[src/rtl/sar_seq_ctrl_pkg.sv]
// Shared types and constants for the FRIDA SAR conversion sequencer.
package frida_seq_pkg;

  typedef enum logic [2:0] {
    ST_IDLE,
    ST_INIT,
    ST_SAMP,
    ST_CMP,
    ST_LOGIC
  } seq_state_e;

  localparam int MIN_LOGIC_LEN = 3;
  localparam int DEF_NBITS     = 12;
  localparam int DEF_LEN_W     = 8;

  // Effective phase length: a zero or too-short config field is raised to min_len.
  function automatic int unsigned eff_len(input int unsigned cfg, input int unsigned min_len);
    return (cfg < min_len) ? min_len : cfg;
  endfunction

endpackage

[src/rtl/sar_seq_ctrl_if.sv]
// Output word handshake between the sequencer and the DAQ.
interface sar_seq_ctrl_if #(
  parameter int NBITS = frida_seq_pkg::DEF_NBITS
);
  logic [NBITS-1:0] data;
  logic             data_valid;
  logic             data_ready;

  modport master (output data, output data_valid, input data_ready);
  modport slave  (input data, input data_valid, output data_ready);
endinterface

[src/rtl/sar_seq_ctrl_sync2.sv]
// Two-flop synchronizer for asynchronous single-bit inputs from the LVDS links.
module frida_sync2 (
  input  logic clk,
  input  logic reset,
  input  logic d,
  output logic q
);

  logic [1:0] ff_q, ff_d;

  always_comb ff_d = {ff_q[0], d};

  always_ff @(posedge clk or posedge reset) begin
    if (reset) ff_q <= '0;
    else       ff_q <= ff_d;
  end

  assign q = ff_q[1];

endmodule

[src/rtl/sar_seq_ctrl.sv]
// SAR conversion sequencer: drives the seq_* phase strobes and assembles comp_out decisions into words.
//   state | meaning
//   IDLE  | waiting for start, all strobes low
//   INIT  | seq_init, config shadows latched on entry
//   SAMP  | seq_samp, input sampling
//   CMP   | seq_cmp, comparator decision for the current bit
//   LOGIC | seq_logic, decision captured in the last cycle
module sar_seq_ctrl
  import frida_seq_pkg::*;
#(
  parameter int NBITS = DEF_NBITS,
  parameter int LEN_W = DEF_LEN_W
) (
  input  logic             clk,
  input  logic             reset,
  input  logic             start,
  input  logic             continuous,
  input  logic             abort,
  input  logic [LEN_W-1:0] cfg_init_len,
  input  logic [LEN_W-1:0] cfg_samp_len,
  input  logic [LEN_W-1:0] cfg_cmp_len,
  input  logic [LEN_W-1:0] cfg_logic_len,
  output logic             seq_init,
  output logic             seq_samp,
  output logic             seq_cmp,
  output logic             seq_logic,
  input  logic             comp_out,
  sar_seq_ctrl_if.master   dout,
  output logic             busy,
  output logic             overrun
);

  localparam int BIT_W = (NBITS > 1) ? $clog2(NBITS) : 1;

  seq_state_e       state_q, state_d;
  logic [LEN_W-1:0] cnt_q, cnt_d;
  logic [BIT_W-1:0] bit_q, bit_d;
  logic [NBITS-1:0] shift_q, shift_d;
  logic [LEN_W-1:0] samp_sh_q, samp_sh_d;
  logic [LEN_W-1:0] cmp_sh_q, cmp_sh_d;
  logic [LEN_W-1:0] logic_sh_q, logic_sh_d;
  logic [NBITS-1:0] data_q, data_d;
  logic             valid_q, valid_d;
  logic             ovr_q, ovr_d;
  logic             s_init_q, s_samp_q, s_cmp_q, s_logic_q;
  logic             comp_sync;
  logic             done_word;
  logic             latch_cfg;

  // Counter load value: phase ends when the down-counter reaches zero.
  function automatic logic [LEN_W-1:0] load_val(input logic [LEN_W-1:0] cfg, input int unsigned min_len);
    return LEN_W'(eff_len(32'(cfg), min_len) - 32'd1);
  endfunction

  frida_sync2 u_sync_comp (
    .clk   (clk),
    .reset (reset),
    .d     (comp_out),
    .q     (comp_sync)
  );

  always_comb begin
    state_d    = state_q;
    cnt_d      = cnt_q;
    bit_d      = bit_q;
    shift_d    = shift_q;
    samp_sh_d  = samp_sh_q;
    cmp_sh_d   = cmp_sh_q;
    logic_sh_d = logic_sh_q;
    data_d     = data_q;
    valid_d    = valid_q;
    ovr_d      = ovr_q;
    done_word  = 1'b0;
    latch_cfg  = 1'b0;

    case (state_q)
      ST_IDLE: begin
        if (start) begin
          state_d   = ST_INIT;
          cnt_d     = load_val(cfg_init_len, 1);
          latch_cfg = 1'b1;
          ovr_d     = 1'b0;
        end
      end
      ST_INIT: begin
        if (cnt_q == '0) begin
          state_d = ST_SAMP;
          cnt_d   = load_val(samp_sh_q, 1);
        end else begin
          cnt_d = cnt_q - LEN_W'(1);
        end
      end
      ST_SAMP: begin
        if (cnt_q == '0) begin
          state_d = ST_CMP;
          cnt_d   = load_val(cmp_sh_q, 1);
          bit_d   = BIT_W'(NBITS - 1);
        end else begin
          cnt_d = cnt_q - LEN_W'(1);
        end
      end
      ST_CMP: begin
        if (cnt_q == '0) begin
          state_d = ST_LOGIC;
          cnt_d   = load_val(logic_sh_q, MIN_LOGIC_LEN);
        end else begin
          cnt_d = cnt_q - LEN_W'(1);
        end
      end
      ST_LOGIC: begin
        if (cnt_q == '0) begin
          shift_d = NBITS'({shift_q, comp_sync});
          if (bit_q == '0) begin
            done_word = 1'b1;
            if (continuous) begin
              state_d   = ST_INIT;
              cnt_d     = load_val(cfg_init_len, 1);
              latch_cfg = 1'b1;
            end else begin
              state_d = ST_IDLE;
            end
          end else begin
            bit_d   = bit_q - BIT_W'(1);
            state_d = ST_CMP;
            cnt_d   = load_val(cmp_sh_q, 1);
          end
        end else begin
          cnt_d = cnt_q - LEN_W'(1);
        end
      end
      default: state_d = ST_IDLE;
    endcase

    // Abort beats everything, including a start in the same cycle and a word about to complete.
    if (abort) begin
      state_d   = ST_IDLE;
      cnt_d     = '0;
      bit_d     = '0;
      shift_d   = '0;
      done_word = 1'b0;
      latch_cfg = 1'b0;
      ovr_d     = ovr_q;
    end

    if (latch_cfg) begin
      samp_sh_d  = cfg_samp_len;
      cmp_sh_d   = cfg_cmp_len;
      logic_sh_d = cfg_logic_len;
    end

    if (valid_q && dout.data_ready) valid_d = 1'b0;
    if (done_word) begin
      data_d  = shift_d;
      valid_d = 1'b1;
      if (valid_q && !dout.data_ready) ovr_d = 1'b1;
    end
  end

  always_ff @(posedge clk or posedge reset) begin
    if (reset) begin
      state_q    <= ST_IDLE;
      cnt_q      <= '0;
      bit_q      <= '0;
      shift_q    <= '0;
      samp_sh_q  <= '0;
      cmp_sh_q   <= '0;
      logic_sh_q <= '0;
      data_q     <= '0;
      valid_q    <= 1'b0;
      ovr_q      <= 1'b0;
      s_init_q   <= 1'b0;
      s_samp_q   <= 1'b0;
      s_cmp_q    <= 1'b0;
      s_logic_q  <= 1'b0;
    end else begin
      state_q    <= state_d;
      cnt_q      <= cnt_d;
      bit_q      <= bit_d;
      shift_q    <= shift_d;
      samp_sh_q  <= samp_sh_d;
      cmp_sh_q   <= cmp_sh_d;
      logic_sh_q <= logic_sh_d;
      data_q     <= data_d;
      valid_q    <= valid_d;
      ovr_q      <= ovr_d;
      s_init_q   <= (state_d == ST_INIT);
      s_samp_q   <= (state_d == ST_SAMP);
      s_cmp_q    <= (state_d == ST_CMP);
      s_logic_q  <= (state_d == ST_LOGIC);
    end
  end

  assign seq_init        = s_init_q;
  assign seq_samp        = s_samp_q;
  assign seq_cmp         = s_cmp_q;
  assign seq_logic       = s_logic_q;
  assign dout.data       = data_q;
  assign dout.data_valid = valid_q;
  assign busy            = (state_q != ST_IDLE);
  assign overrun         = ovr_q;

endmodule

[src/flat_wrapper.sv]
// flat-port wrapper written by rule: the top's interface ports become plain ports
module sar_seq_ctrl_flat import frida_seq_pkg::*;
#(
  parameter int NBITS = DEF_NBITS,
  parameter int LEN_W = DEF_LEN_W
)
  (clk, reset, start, continuous, abort, cfg_init_len, cfg_samp_len, cfg_cmp_len, cfg_logic_len, seq_init, seq_samp, seq_cmp, seq_logic, comp_out, busy, overrun, dout_data, dout_data_valid, dout_data_ready);
  sar_seq_ctrl_if #(.NBITS(NBITS)) dout_i ();
  input  logic clk;
  input  logic reset;
  input  logic start;
  input  logic continuous;
  input  logic abort;
  input  logic [LEN_W-1:0] cfg_init_len;
  input  logic [LEN_W-1:0] cfg_samp_len;
  input  logic [LEN_W-1:0] cfg_cmp_len;
  input  logic [LEN_W-1:0] cfg_logic_len;
  output logic seq_init;
  output logic seq_samp;
  output logic seq_cmp;
  output logic seq_logic;
  input  logic comp_out;
  output logic busy;
  output logic overrun;
  output wire logic [$bits(dout_i.data)-1:0] dout_data;
  output wire logic [$bits(dout_i.data_valid)-1:0] dout_data_valid;
  input wire logic [$bits(dout_i.data_ready)-1:0] dout_data_ready;
  assign dout_data = dout_i.data;
  assign dout_data_valid = dout_i.data_valid;
  assign dout_i.data_ready = dout_data_ready;
  sar_seq_ctrl #(.NBITS(NBITS), .LEN_W(LEN_W)) u_core (.clk(clk), .reset(reset), .start(start), .continuous(continuous), .abort(abort), .cfg_init_len(cfg_init_len), .cfg_samp_len(cfg_samp_len), .cfg_cmp_len(cfg_cmp_len), .cfg_logic_len(cfg_logic_len), .seq_init(seq_init), .seq_samp(seq_samp), .seq_cmp(seq_cmp), .seq_logic(seq_logic), .comp_out(comp_out), .dout(dout_i), .busy(busy), .overrun(overrun));
endmodule
[config.mk]
export PLATFORM = sky130hd
export DESIGN_NAME = sar_seq_ctrl_flat
export DESIGN_NICKNAME = d
export VERILOG_FILES = /design/src/rtl/sar_seq_ctrl_pkg.sv /design/src/rtl/sar_seq_ctrl_if.sv /design/src/rtl/sar_seq_ctrl_sync2.sv /design/src/rtl/sar_seq_ctrl.sv /design/src/flat_wrapper.sv
export SDC_FILE = /design/constraint.sdc
export NUM_CORES = 1
export LEC_CHECK = 0
export ABC_AREA = 1
export CORE_ASPECT_RATIO = 1.2
export CORE_MARGIN = 5
export CORE_UTILIZATION = 30
export DETAILED_ROUTE_END_ITERATION = 6
export GPL_TIMING_DRIVEN = 1
export RECOVER_POWER = 50
export SLEW_MARGIN = 20
export SYNTH_ARGS = -nofsm -noshare
export SYNTH_HDL_FRONTEND = slang
export SYNTH_SLANG_ARGS = --single-unit
[constraint.sdc]
create_clock -name clk -period 2.3 [get_ports clk]
set_input_delay 0.46 -clock clk [delete_from_list [all_inputs] [get_ports clk]]
set_output_delay 0.46 -clock clk [all_outputs]
set_load 0.005 [all_outputs]
==> results of run 1 <==
worst max-delay path, stage by stage:
cell and delay (ps):
clkdlybuf4s50_1 480, inv_1 70, nand2_2 70, nor2_1 60, a31oi_1 250, ha_2 230
inv_1 70, nor2_4 110, nand2_2 70, xnor2_2 180, nand2_1 70, nand2_1 60
nor2_1 40, o21ai_1 120, nand2_1 60, nand2_1 50
metrics by stage:
step                      std cells  utilization  setup WS (ps)  hold WS [ps]  instance area, um2
after detailed placement        787        0.373           -233           338                5110
final                           806        0.399            119           349                5470
after global routing            806        0.399          -69.2           364                5470
after CTS                       803        0.396            122           351                5430
after global placement          787        0.373           -177           334                5110
after floorplan                 543            -           71.8           331                4160
metal layers:
layer	global-route usage	wire (um)
met1	0.165	4780
met2	0.235	5610
met3	0.0355	441
met4	0.0447	143
met5	0	0
where the power goes:
group	switching, mW	internal, mW	total, mW
sequential	0.168	1.40	1.57
clock	0.519	0.951	1.47
combinational	0.810	0.514	1.32
worst paths after layout:
path,slack (ps),cells past startpoint,endpoint,startpoint
max in group asynchronous,580,3,u_core.samp_sh_q[5],reset
min in group asynchronous,670,2,u_core.u_sync_comp.ff_q[1],reset
setup reg to reg,200,15,u_core.cnt_q[4],u_core.samp_sh_q[2]
setup / recovery,120,16,u_core.cnt_q[6],cfg_init_len[3]
hold reg to reg,350,0,u_core.u_sync_comp.ff_q[1],u_core.u_sync_comp.ff_q[0]
hold / removal,350,0,u_core.u_sync_comp.ff_q[1],u_core.u_sync_comp.ff_q[0]
sequential cells by signal (all words and copies together) (netlist names), 2 cells and up:
register	cells
u_core.bit_q	4
u_core.shift_q	11
u_core.cnt_q	8
u_core.logic_sh_q	8
u_core.state_q	3
u_core.cmp_sh_q	8
u_core.samp_sh_q	8
u_core.dout.data	12
u_core.u_sync_comp.ff_q	2
placed cells by master (no fill, tap or decap), types with 3 or more instances in the layout:
cell / n
o21ai_1: 4
o211ai_1: 11
a21oi_1: 11
nand3_2: 4
clkbuf_1: 3
inv_2: 5
nand3_1: 36
nor2_1: 47
clkbuf_16: 9
buf_4: 26
a21oi_2: 20
or2_2: 7
clkdlybuf4s50_1: 49
nand2_4: 3
nor3_1: 8
xnor2_1: 3
dlygate4sd3_1: 8
dfrtp_1: 70
ha_1: 5
nand2_1: 121
inv_1: 77
nand2_2: 3
xor2_1: 5
nor2_2: 24
a31oi_1: 3
nand4_1: 12
o21ai_0: 33
area by class of cell:
class                   instances  area, um2  area share
clock buffers                  11        233      0.0426
flip-flops and latches         70       1750       0.320
inverters                      82        308      0.0563
clock inverters                 5       83.8      0.0153
well taps                     171        214      0.0391
multi-input cells             380       2080       0.380
repair buffers                 87        800       0.146
cell families (layout without fill, tap and decap cells):
group,after synthesis,in the layout,synth area share
and+or+nand+nor,273,273,0.303
buffers and inverters,93,185,0.0925
AOI/OAI and AO/OA,92,92,0.147
DFF,70,70,0.421
xor gates and xnor gates,9,9,0.0189
adders and majority gates,6,6,0.0180
timing repair:
| action | CTS | global route |
|---|---|---|
| hold endpoints to repair | 0 | 0 |
| buffers inserted | 0 | 3 |
| endpoints found under the setup margin | 0 | 7 |
| gates resized for setup | 0 | 16 |
==> metrics.csv, run 1 <==
stage,metric,value,unit
setup_path,WP data required,2580,ps
synthesis,syn_area_per_cell,7.67,um2
clock_tree,CTS hold repair buffers,0,
global_route,antenna violations before repair,0,
clock_tree,worst skew pair latency,330,ps
timing,Final min period,2180,ps
floorplanning,num ports,58,
synthesis,commonest cells in the netlist,"124 x nand2_1, 77 x inv_1, 70 x dfrtp_1",
synthesis,Syn Inst Count,543,
setup_path,WS Path Type,primary input to register,
clock_tree,H-tree levels,3,
cells_and_area,proportion of layout cells with a drive suffix above 1,0.186,
clock_tree,root buffer cell,clkbuf_16,
placement,GPL Wtd Cong,0.892,
synthesis,main area contributors after synthesis,"dfrtp_1 42%, nand2_1 11%, inv_1 6.9%, nor2_1 4.7%, nand3_1 4.4%",
synthesis,most common cell in the netlist,nand2_1,
global_route,gr usage total,0.136,
drt,DR vias,3799,
floorplanning,Starting Density,0.304,
timing,slew margin rel.,0.554,
floorplanning,die width,118,um
cells_and_area,synth-to-layout area growth,31.3,%
floorplanning,die area,16300,um2
synthesis,synth unique cells,38,
pwr,Pleak,2.65,nW
drt,Vias per Instance,4.71,
synthesis,"Async S/R FF share, synth",1.00,
floorplanning,core area,13700,um2
drt,Avg WL per Cell,13.6,um
clock_tree,Max clock buf depth,2,
clock_tree,"Reg clk slew, reported paths",60,ps
drt,initial DRC count,205,
timing,post-route setup TNS,0,ps
cells_and_area,diode count,0,
synthesis,Synth Flop Type,dfrtp_1,
job,MaxCap Viol Count,0,
timing,final setup fails,0,
setup_path,critical path data arrival time,2460,ps
setup_path,CP Launch Type,primary input,
placement,port bufs,57,
placement,HPWL after detailed placement,8270,um
pwr,power per cell area,798,nW/um2
synthesis,number of synthesized register bits,70,
global_route,largest net degree at the start of global routing,45,
global_route,first-pass GRT wire length,18500,um
drt,drt pass-1 iters,4,
clock_tree,total CTS buffers,9,
timing,Max Clock Freq,459,MHz
setup_path,crit-path max FO,2,
pwr,total power,4.36,mW
run_status,outcome,finished clean,
floorplanning,Core Rows,47,
synthesis,largest area contributor in the netlist,dfrtp_1,
cells_and_area,Layout fillers,1414,
drt,drt total wl,11000,um
cells_and_area,Final #Nets,675,
timing,worst-margin pin slew,669,ps
synthesis,Mapped Area,4160,um2
setup_path,Worst Setup End Kind,register,
clock_tree,CTS tree,built,
global_route,GRT Residual Overflow,0,
drt,final antenna-violating net count,0,
synthesis,area share of the largest cell type after synthesis,0.421,
timing,Hold Fails Final Rpt,0,
pwr,Max VDD drop,0.376,mV
global_route,vias in the first global route,3928,
clock_tree,clock sink total,70,
floorplanning,die height,139,um
synthesis,register area share after synthesis,0.421,
hold_path,HP Class,register to register,
synthesis,number of synthesized flops with an enable pin,0,
timing,RSZ-0062 raised after global routing,yes,
timing,Max Slew Vio Count,0,
synthesis,warnings from Yosys,0,
synthesis,syn nets,588,
drt,DR DRC count,0,
timing,final period utilization,0.948,
timing,clock skew,10.6,ps
No activity file was read; power rests on OpenSTA's default activity.
==> run 2: changes to the inputs <==
--- a/config.mk
+++ b/config.mk
@@ -6,6 +6,7 @@
 export NUM_CORES = 1
 export LEC_CHECK = 0
 export ABC_AREA = 1
+export ABC_CLOCK_PERIOD_IN_PS = 2300
 export CORE_ASPECT_RATIO = 1.2
 export CORE_MARGIN = 5
 export CORE_UTILIZATION = 30
==> results of run 2 <==
Same layout as run 1: the final DEF is identical, and so are final timing and power.
==> patch: new RTL, settings of run 1 <==
Re-encode `seq_state_e` (5 states) as Gray code, 3 bits wide.
--- a/src/rtl/sar_seq_ctrl_pkg.sv
+++ b/src/rtl/sar_seq_ctrl_pkg.sv
@@ -2,11 +2,11 @@
 package frida_seq_pkg;
 
   typedef enum logic [2:0] {
-    ST_IDLE,
-    ST_INIT,
-    ST_SAMP,
-    ST_CMP,
-    ST_LOGIC
+    ST_IDLE  = 3'b000,
+    ST_INIT  = 3'b001,
+    ST_SAMP  = 3'b011,
+    ST_CMP   = 3'b010,
+    ST_LOGIC = 3'b110
   } seq_state_e;
 
   localparam int MIN_LOGIC_LEN = 3;
Behaviour: same outputs for any inputs over 10 cycles, from zero or initial values and one cycle with reset high; not proved beyond that.
==> patch against run 1 <==
  * Total power is 16% lower
  * Critical endpoint is now u_core.logic_sh_q[0]
  * Register-to-register slack improved by 40 ps
  * Sequential cell count increased by 1
  * Largest power group unchanged
  * Via count increased by 1.1%
  * Largest cell class unchanged
  * Critical path type is now flop to flop
  * Cell area shrank 1.1%
  * Wire length rose by 3.2%
  * Worst setup slack improved by 120 ps
  * Area after synthesis up 1.4%
==> patch: results (changes against run 1) <==
| Metric | Value |
|---|---|
| Clock buffers | `10 (-1)` |
| Routed length on met2 | `5380 µm (-4.0%)` |
| CP max stage delay | `400 ps (-80 ps)` |
| Synth top cells by count | `nand2_1, inv_1, dfrtp_1` |
| Drt wl/cell | `14.0 µm (+2.9%)` |
| Xor/xnor share of the synthesized area | `2.70% (+0.80 points)` |
| FF/Latch Area | `1780 µm² (+1.4%)` |
| Library cells used by synthesis | `36 (-5.3%)` |
| Status | `completed` |
| Capturing point of the worst reg2reg path | `u_core.logic_sh_q[0]` |
| Final net count | `677 (+0.30%)` |
| Vias per std cell | `4.75 (+0.80%)` |
| M1 GR Usage | `17.6% (+1.1 points)` |
| Layout cell share with drive strength beyond 1 | `13.0% (-5.6 points)` |
| WL met1 | `5230 µm (+9.5%)` |
| DRT iter0 DRCs | `251 (+22%)` |
| Final WL | `11300 µm (+3.2%)` |
| Syn Nets | `599 (+1.9%)` |
| First-pass GRT wire length | `19200 µm (+3.8%)` |
| Worst-margin pin slew | `974 ps (+305 ps)` |
| Crit path max-delay cell type | `dfrtp_1` |
| Synth Area in Compound Gates | `12.4% (-2.2 points)` |
| Signal buffers share of area | `13.5% (-1.1 points)` |
| Met2 capacity usage during global routing | `23.4% (-0.073 points)` |
| Placed Cells | `791 (+0.51%)` |
| GP Congestion | `0.903 (+1.2%)` |
| Multi-input comb cells | `384 (+1.1%)` |
| Max FO, Critical Path | `44 (+42)` |
## patch: worst max path at each step
stage,start,to,slack (ps),cells after the start
after floorplan,reset,u_core.bit_q[0],40,1
after global placement,cfg_init_len[6],u_core.cnt_q[4],-20,15
after detailed placement,cfg_init_len[5],u_core.cnt_q[4],-130,15
after CTS,u_core.samp_sh_q[4],u_core.cnt_q[4],190,15
after global routing,u_core.samp_sh_q[5],u_core.cnt_q[4],1,15
final,u_core.bit_q[0],u_core.logic_sh_q[0],240,9
## patch: cells by family (layout without fill, tap and decap cells)
family,after synthesis,in the layout
simple gates,278,278
flops,71,71
xor+xnor,13,13
fa+ha+maj,6,6
buf+inv,99,182
compound gates,87,87
## patch: timing repair
action	4_1_cts	5_1_grt
setup buffers	0	1
hold endpoints to repair	0	0
setup endpoints to repair	0	3
gates resized for setup	0	13
## patch: power breakdown
group          leakage, µW  total [µW]  switching (µW)  internal [µW]
Clock             0.000143        1420             572            848
Sequential        0.000908        1460             103           1360
Combinational      0.00164         793             485            309
